[src/rtl/key_schedule_controller.sv]
// AES key-schedule controller: iterates one KeyExpansionRound over a held key block
// and streams round keys 0..Nr on a valid/ready interface.

module KeyExpansionRound #(
  parameter int Nk = 4
) (
  input  logic [32*Nk-1:0] keyIn,
  input  logic [3:0]       roundCount,
  output logic [32*Nk-1:0] keyOut
);

  function automatic logic [7:0] gmul(input logic [7:0] a, input logic [7:0] b);
    logic [7:0] prod;
    logic [7:0] acc;
    prod = 8'h00;
    acc  = a;
    for (int i = 0; i < 8; i++) begin
      if (b[i]) prod = prod ^ acc;
      acc = {acc[6:0], 1'b0} ^ (acc[7] ? 8'h1b : 8'h00);
    end
    return prod;
  endfunction

  // S-box as GF(2^8) inverse (x^254, so 0 maps to 0) followed by the affine transform.
  function automatic logic [7:0] sbox(input logic [7:0] x);
    logic [7:0] pw;
    logic [7:0] inv;
    pw  = x;
    inv = 8'h01;
    for (int i = 1; i < 8; i++) begin
      pw  = gmul(pw, pw);
      inv = gmul(inv, pw);
    end
    return inv ^ {inv[6:0], inv[7]} ^ {inv[5:0], inv[7:6]} ^
           {inv[4:0], inv[7:5]} ^ {inv[3:0], inv[7:4]} ^ 8'h63;
  endfunction

  function automatic logic [31:0] subWord(input logic [31:0] w);
    return {sbox(w[31:24]), sbox(w[23:16]), sbox(w[15:8]), sbox(w[7:0])};
  endfunction

  function automatic logic [7:0] rcon(input logic [3:0] rc);
    case (rc)
      4'd1:    return 8'h01;
      4'd2:    return 8'h02;
      4'd3:    return 8'h04;
      4'd4:    return 8'h08;
      4'd5:    return 8'h10;
      4'd6:    return 8'h20;
      4'd7:    return 8'h40;
      4'd8:    return 8'h80;
      4'd9:    return 8'h1b;
      4'd10:   return 8'h36;
      default: return 8'h00;
    endcase
  endfunction

  // Each new word chains off the previous new word; for Nk=8 word 4 adds a second S-box level.
  always_comb begin
    logic [31:0] prev;
    logic [31:0] temp;
    logic [31:0] w;
    // NOTE: every variable written here gets a value on every path, so no latch is inferred.
    keyOut = '0;
    prev   = keyIn[31:0];
    for (int i = 0; i < Nk; i++) begin
      w = keyIn[32*(Nk-1-i) +: 32];
      if (i == 0)
        temp = subWord({prev[23:0], prev[31:24]}) ^ {rcon(roundCount), 24'h000000};
      else if (Nk == 8 && i == 4)
        temp = subWord(prev);
      else
        temp = prev;
      prev = w ^ temp;
      keyOut[32*(Nk-1-i) +: 32] = prev;
    end
  end

endmodule

module key_schedule_controller #(
  parameter int Nk = 4,
  parameter int Nr = 10
) (
  input  logic              clk,
  input  logic              rst_n,
  input  logic              start,
  input  logic [32*Nk-1:0]  keyIn,
  input  logic              abort,
  output logic              busy,
  output logic              rkValid,
  input  logic              rkReady,
  output logic [127:0]      roundKey,
  output logic [3:0]        rkIndex,
  output logic              done
);

  localparam int KeyBits = 32 * Nk;

  typedef enum logic {IDLE, EMIT} ctrlState;

  ctrlState           state;
  logic [KeyBits-1:0] keyReg;
  logic [KeyBits-1:0] keyOut;
  logic [3:0]         iter;
  logic               half;
  logic               advanceBlock;

  KeyExpansionRound #(.Nk(Nk)) expander (
    .keyIn      (keyReg),
    .roundCount (iter + 4'd1),
    .keyOut     (keyOut)
  );

  // Nk=8 emits each 256-bit block as two round keys; only the second one advances the block.
  assign advanceBlock = (Nk == 4) || half;
  assign roundKey     = (Nk == 8 && half) ? keyReg[127:0] : keyReg[KeyBits-1 -: 128];

  always_ff @(posedge clk or negedge rst_n) begin
    if (!rst_n) begin
      state   <= IDLE;
      busy    <= 1'b0;
      rkValid <= 1'b0;
      done    <= 1'b0;
      rkIndex <= 4'd0;
      keyReg  <= '0;
      iter    <= 4'd0;
      half    <= 1'b0;
    end else begin
      // NOTE: state uses non-blocking assignments so every register samples pre-edge values.
      done <= 1'b0;
      case (state)
        IDLE: begin
          if (start) begin
            state   <= EMIT;
            busy    <= 1'b1;
            rkValid <= 1'b1;
            keyReg  <= keyIn;
            iter    <= 4'd0;
            half    <= 1'b0;
            rkIndex <= 4'd0;
          end
        end
        EMIT: begin
          if (abort) begin
            state   <= IDLE;
            busy    <= 1'b0;
            rkValid <= 1'b0;
          end else if (rkValid && rkReady) begin
            if (rkIndex == 4'(Nr)) begin
              state   <= IDLE;
              busy    <= 1'b0;
              rkValid <= 1'b0;
              done    <= 1'b1;
            end else begin
              rkIndex <= rkIndex + 4'd1;
              if (advanceBlock) begin
                keyReg <= keyOut;
                iter   <= iter + 4'd1;
                half   <= 1'b0;
              end else begin
                half <= 1'b1;
              end
            end
          end
        end
      endcase
    end
  end

endmodule

[config.mk]
export PLATFORM = sky130hd
export DESIGN_NAME = key_schedule_controller
export DESIGN_NICKNAME = d
export VERILOG_FILES = /design/src/rtl/key_schedule_controller.sv
export SDC_FILE = /design/constraint.sdc
export NUM_CORES = 2
export LEC_CHECK = 0
export CORE_MARGIN = 5
export CORE_UTILIZATION = 35
export DETAILED_ROUTE_END_ITERATION = 16
export SETUP_SLACK_MARGIN = 0.2
export SYNTH_ARGS = -nofsm -noshare
export SYNTH_HDL_FRONTEND = slang
export SYNTH_SLANG_ARGS = --single-unit
[constraint.sdc]
create_clock -name clk -period 24 [get_ports clk]
set_clock_uncertainty 0.15 [all_clocks]
set_input_delay 4.8 -clock clk [delete_from_list [all_inputs] [get_ports clk]]
set_output_delay 4.8 -clock clk [all_outputs]
set_load 0.02 [all_outputs]
**Word level (Yosys, flattened, before mapping)**

Memories as Yosys holds them, arrays and structs flattened.
Index checks and enable logic that the tools add are counted.

- $add $sub $neg: 2
- Equality and inequality tests: 7
- Mux-type cells: 840
- Bitwise gates (word level): 782
- Reductions and logical operators: 3

Operator list:

| cell | number |
|---|---|
| $xor A8 B8 Y8 | 744 |
| $mux W8 | 420 |
| $mux W5 | 368 |
| $mux W128 | 4 |
| $pmux W128 S2 | 1 |
| $xor A32 B32 Y32 | 5 |
| $mux W4 | 11 |
| $mux W7 | 4 |
| $not A1 Y1 const A | 28 |
| $mux W6 | 4 |
| $mux W1 | 16 |
| $not A4 Y4 | 4 |
| $pmux W4 S2 | 2 |
| $mux W3 | 4 |
| $add A4 B1 Y4 const B | 2 |
| $mux W2 | 4 |
| $ne A2 B2 Y1 const B | 3 |
| $ne A3 B2 Y1 const B | 2 |
| $eq A4 B4 Y1 const B | 1 |
| $pmux W1 S2 | 2 |
| $reduce_and A4 Y1 | 1 |
| $reduce_and A3 Y1 | 1 |
| $ne A2 B1 Y1 const B | 1 |
| $logic_and A1 B1 Y1 | 1 |
| $not A1 Y1 | 1 |

- Bits in registers: 139
- Bits in read-only memories: 128
- Output and inout bits: 135
- Word-level logic and storage cells: 1641
- Memories kept: 1

Memory list:

| memory | words | width | rd ports | clocked after Yosys merged registers in | wr ports | line | text |
|---|---|---|---|---|---|---|---|
| (no name shown) | 16 | 8 | 1 | 0 | 0 | 43 | `case (rc)` |

**Longest topological paths before layout**

- Depth after elaboration: 141
- Gate-level depth with buffers: 69
- Gate-level depth less buffers: 58

**By module**

A second synthesis with hierarchy kept.

- Cell total of the unflattened synthesis: 8545
- Area, all modules: 66422.5 sq um

Modules (own cells, without submodules):

| module | times used | cells each | area an instance (sq um) | seq. area each (sq um) |
|---|---|---|---|---|
| KeyExpansionRound | 1 | 8066 | 59502.1 | 0.0 |
| key_schedule_controller | 1 | 479 | 6920.4 | 3478.3 |

**Worst setup path before layout**

No wires, ideal clock.

- Path kind: register -> register
- Start: register keyReg[31], in the netlist roundKey[31]
- End: register keyReg[1], in the netlist roundKey[1]
- Library setup time: 0.142 ns
- Arrival time: 16.107 ns
- Data required time: 23.708 ns
- Path slack: 7.601 ns
- Cell stages (with the launch flop): 67
- Buffers on the path: 13
- Period minus slack after synthesis: 16.399 ns
- Cell sequence: dfrtp_1 buf_2 buf_2 nand2_1 xor2_1 inv_1 clkbuf_1 clkbuf_1 clkbuf_1 ha_1 clkbuf_1 xnor2_1 mux2i_1 xnor3_1 xnor2_1 inv_2 ha_1 clkbuf_1 (+31 left out) nor3_1 o21ba_2 o211ai_1 a32oi_1 xnor2_1 nand2_1 a21oi_1 nor2_1 mux2_2 a22oi_1 xnor3_1 xnor3_1 xnor2_2 xor2_1 xnor2_1 xor2_1 mux2i_1 a32oi_1

- Longest elaborated chain between the ends: 138

RTL lines:

| element | line | text |
|---|---|---|
| start, declared | 103 | `logic [KeyBits-1:0] keyReg;` |
| start signal, assigned | 138 | `keyReg <= keyIn;` |
| start signal, assigned | 158 | `keyReg <= keyOut;` |
| $mux W5 / $mux W8 (equally long branches) | 19, 18 |  |
| $xor A8 B8 Y8 (on tied branches) | 19, 18 |  |
| $xor A8 B8 Y8 / $mux W8 (equally long branches) | 18 | `if (b[i]) prod = prod ^ acc;` |
| $mux W8 / $xor A8 B8 Y8 (equally long branches) | 18 |  |
| $xor A8 B8 Y8 / $mux W8 (equally long branches) | 18 |  |
| $mux W8 / $xor A8 B8 Y8 (equally long branches) | 18 |  |
| $xor A8 B8 Y8 / $mux W8 (equally long branches) | 18 |  |
| $mux W8 / $xor A8 B8 Y8 (equally long branches) | 18 |  |
| (+119 left out) | - |  |
| $xor A8 B8 Y8 (*) | 35 | `{inv[4:0], inv[7:5]} ^ {inv[3:0], inv[7:4]} ^ 8'h63;` |
| $not A4 Y4 (no line) (*) | - |  |
| $xor A32 B32 Y32 (*) | 69 | `temp = subWord({prev[23:0], prev[31:24]}) ^ {rcon(roundCount), 24'h000000};` |
| $xor A32 B32 Y32 (*) (4 in series) | 74 | `prev = w ^ temp;` |
| $mux W128 (*) | 150 | `if (rkIndex == 4'(Nr)) begin` |
| $mux W128 (*) | 149 | `end else if (rkValid && rkReady) begin` |
| $mux W128 (*) | 145 | `if (abort) begin` |
| $pmux W128 S2 (*) | 132 | `case (state)` |

Every way passes the cells marked *; elsewhere a longest branch is shown, timed or not. The select of a mux whose other input is x is not followed.
A chain may end at the register's enable or synchronous reset.

**Worst setup path in the final report**

- Start: register keyReg[31], in the netlist roundKey[31]
- End: register keyReg[0], in the netlist roundKey[0]

Same word-level chain as after synthesis.

==> impl.org <==
** Floorplanning
- The die covers between 150000 and 200000 um^2.
- 268 I/O pins were placed.
- Floorplan die width :: approximately 440 um
- Initial core utilization :: 0.352
- Row count :: 159
- In this run the standard cell core region covers between 150000 and 200000 um^2.
- From bottom edge to top edge, the die measures ~440 um.

** Placement
- After legalization and detailed placement, the total HPWL measured between 150000 and 200000 um.
- The congestion estimate from routability-driven global placement came to 0.968.
- Buffers placed on the I/O ports in this run total 267.

** Synthesis
- Syn Area/Cell :: 7.50 um^2
- Synthesis Warnings :: 0
- By area the synthesized netlist is led by sky130_fd_sc_hd__xnor2_1, sky130_fd_sc_hd__xnor3_1, sky130_fd_sc_hd__nor2_1.
- In the post-synthesis netlist, the cell with the most instances is sky130_fd_sc_hd__xnor2_1.
- Netlist area before placement :: around 66000 um^2
- Sequential area share after synthesis :: 0.0526
- #FFs+latches synth :: around 140
- Most numerous cell types in the synthesized netlist :: sky130_fd_sc_hd__xnor2_1, sky130_fd_sc_hd__nor2_1, sky130_fd_sc_hd__nand2_1, sky130_fd_sc_hd__xor2_1, sky130_fd_sc_hd__o21ai_0
- Proportion of synthesized flip-flops having asynchronous set or reset :: 1.00
- The synthesized design spends more area on one cell type than any other, namely sky130_fd_sc_hd__xnor2_1.
- Synthesis produced a netlist with a net count of about 9000.
- Counting every instance in the synthesized netlist gives between 8000 and 9000.
- Of the post-synthesis cell area, the dominant cell type holds 0.213.
- Primary FF master, synth :: sky130_fd_sc_hd__dfrtp_1
- Number of distinct standard cells referenced by the synthesized netlist :: about 110
- In this run, synthesis inferred 0 flip-flops with an integrated enable.

** Layout
- Final design utilization :: 0.386
- Relative to the synthesized area, the layout overhead comes to 9.72%.
- The net count of the finished layout is between 8000 and 9000.
- In the final layout, the share of cells above drive strength 1 is 0.0728.

** Clock network
- Number of clock sinks :: ~140
- Number of clock buffers inserted by TritonCTS :: 17
- H-tree depth reported by CTS :: 4
- # resized after CTS :: 0
- Hold repair after CTS inserted 0 buffers.
- Clock-pin slew was measured on the worst setup and hold paths at ~0.070 ns.
- TritonCTS built the clock tree.
- CTS placed an instance of sky130_fd_sc_hd__clkbuf_16 at the clock tree root.
- CTS max path bufs :: 2
- After clock tree synthesis, the setup repair step added 0 buffers.
- Clock latency of the later-clocked register in the worst-skew pair :: 0.48 ns

** Worst hold path
- Hold WC Path Type :: register to register

** Global route
- Global-route usage over all layers :: 0.220
- After global routing the overflow that remains totals 0.
- The initial antenna violation count came to 10.
- Number of global-route vias before repair :: 60300
- Wire length of the first global-routing pass :: roughly 360000 um
- Entering global routing, the biggest net connects 95 pins.

** Drt
- The routed layout has approximately 64000 vias.
- Average wire per cell in the routed design :: slightly above 20 um
- First-pass detailed-route iteration total :: 7
- After detailed routing, the number of vias per cell comes to around 5.6.
- Summed over all layers, the routed wires come to 229000 um.
- Number of DRC violations after detailed routing :: 0
- 1st-iter DRT viols :: between 5000 and 6000
- Remaining antenna violation count :: 0

** Critical path
- Max incr delay on CP :: about 0.99 ns
- Most used cell along the critical path :: sky130_fd_sc_hd__xnor2_1
- Critical Path RT :: about 24 ns
- Worst path arrival time :: 20.66 ns
- Type of element launching the critical path :: register
- Register-to-register setup slack :: approximately 3.5 ns
- Library cell contributing the largest single delay on the critical path :: sky130_fd_sc_hd__dfrtp_1
- Kind of end point of the critical path :: register
- The critical path in this run is classified as register to register.
- In this run the worst path has a maximum fanout of 23.

** STA
- Worst-case headroom to the max-slew limit :: 0.116
- Setup total negative slack on the finished layout was measured at 0 ns.
- Min Clock Period, post-route :: between 20 and 25 ns
- Setup repair after global routing left no endpoint under its margin.
- Post-Route Hold Slack :: approximately 0.38 ns
- Final Max Tran Viols :: 0
- Final period util :: 0.853
- Final hold violation count :: 0
- Worst-margin pin slew :: 1.32 ns
- Setup violations, final :: 0
- Max Clock Freq :: about 0.049 GHz

** Status
- Status :: finished, final reports clean

** Run
- The tool flagged a number of max-cap violations equal to 0.
[through the flow]
stage / instance area, um^2 / std cells / setup WS, ns
after global routing: 72600 / 11300 / 2.22
after global placement: 72000 / 11200 / 3.75
after CTS: 72600 / 11300 / 3.53
after detailed placement: 72000 / 11200 / 3.64
after floorplan: 66200 / 8818 / 7.60
final: 72600 / 11300 / 3.53
[sequential cells by signal, indices dropped and copies added (netlist names)]
signal and cells:
done 1, iter 4, rkIndex 4, rkValid 1, roundKey 128, state 1
[cell usage in the layout, fill, tap and decap left out, drive strengths merged, types with 32 or more instances in the layout]
cell type,count
inv,92
nor4,41
a221oi,32
nand2,970
dfrtp,139
o221ai,39
a22oi,92
a31oi,80
mux2i,228
o211ai,75
xnor3,395
mux2,56
nor3,235
nand3,201
a211oi,79
xor3,55
or3,41
a221o,44
nor2b,75
nor2,1186
xor2,525
xnor2,1685
a21oi,476
clkdlybuf4s50,266
and2,68
and3,55
buf,283
nand2b,75
o22ai,114
o21ai,509
[worst paths after layout]
check | startpoint | endpoint | depth (start not counted)
min reg2reg | iter[3] | iter[3] | 2
min in group asynchronous | rst_n | roundKey[12] | 1
max | roundKey[31] | roundKey[0] | 52
max reg2reg | roundKey[31] | roundKey[0] | 52
max in group asynchronous | rst_n | state | 2
min | iter[3] | iter[3] | 2
[cell type report]
| class | instances | area (um^2) |
|---|---|---|
| fill | 19300 | 115000 |
| multi-input combinational | 7966 | 60300 |
| timing repair buffer | 549 | 4790 |
| sequential | 139 | 3480 |
| tap | 2495 | 3120 |
| clock buffer | 17 | 425 |
| inverter | 94 | 353 |
| clock inverter | 15 | 155 |
| antenna | 10 | 25.0 |
[worst max-delay path: cells and delay by family, from the launching register on]
family	cells	cell delay (ns)
AOI/OAI and AO/OA	4	0.60
xor gates and xnor gates	30	12.34
adders and majority gates	2	1.33
buffers and inverters	4	0.90
DFF	1	0.99
muxes	4	1.22
and+or+nand+nor	8	2.74
[kinds of logic (layout without fill, tap and decap cells)]
kind of cell	after synthesis	after routing	synth area share
multiplexers	285	285	0.0444
other	0	10	0
XOR/XNOR	2660	2660	0.462
flip-flops	139	139	0.0526
adder cells (fa/ha/maj)	29	29	0.00537
AND/OR/NAND/NOR	3070	3070	0.203
buffers and inverters	713	675	0.0442
AO/OA/AOI/OAI	1922	1922	0.189
[per-layer routing]
metal | vias up | track usage | wire length [um]
met5 | - | 0 | 0
met4 | 0 | 0.120 | 13800
met3 | 356 | 0.0117 | 10700
met2 | 2178 | 0.373 | 109000
met1 | 30600 | 0.281 | 95400
li1 | 30500 | - | -
Power is not shown: default switching activity piles up to over one toggle a cycle in this logic, so the estimate is an artifact.
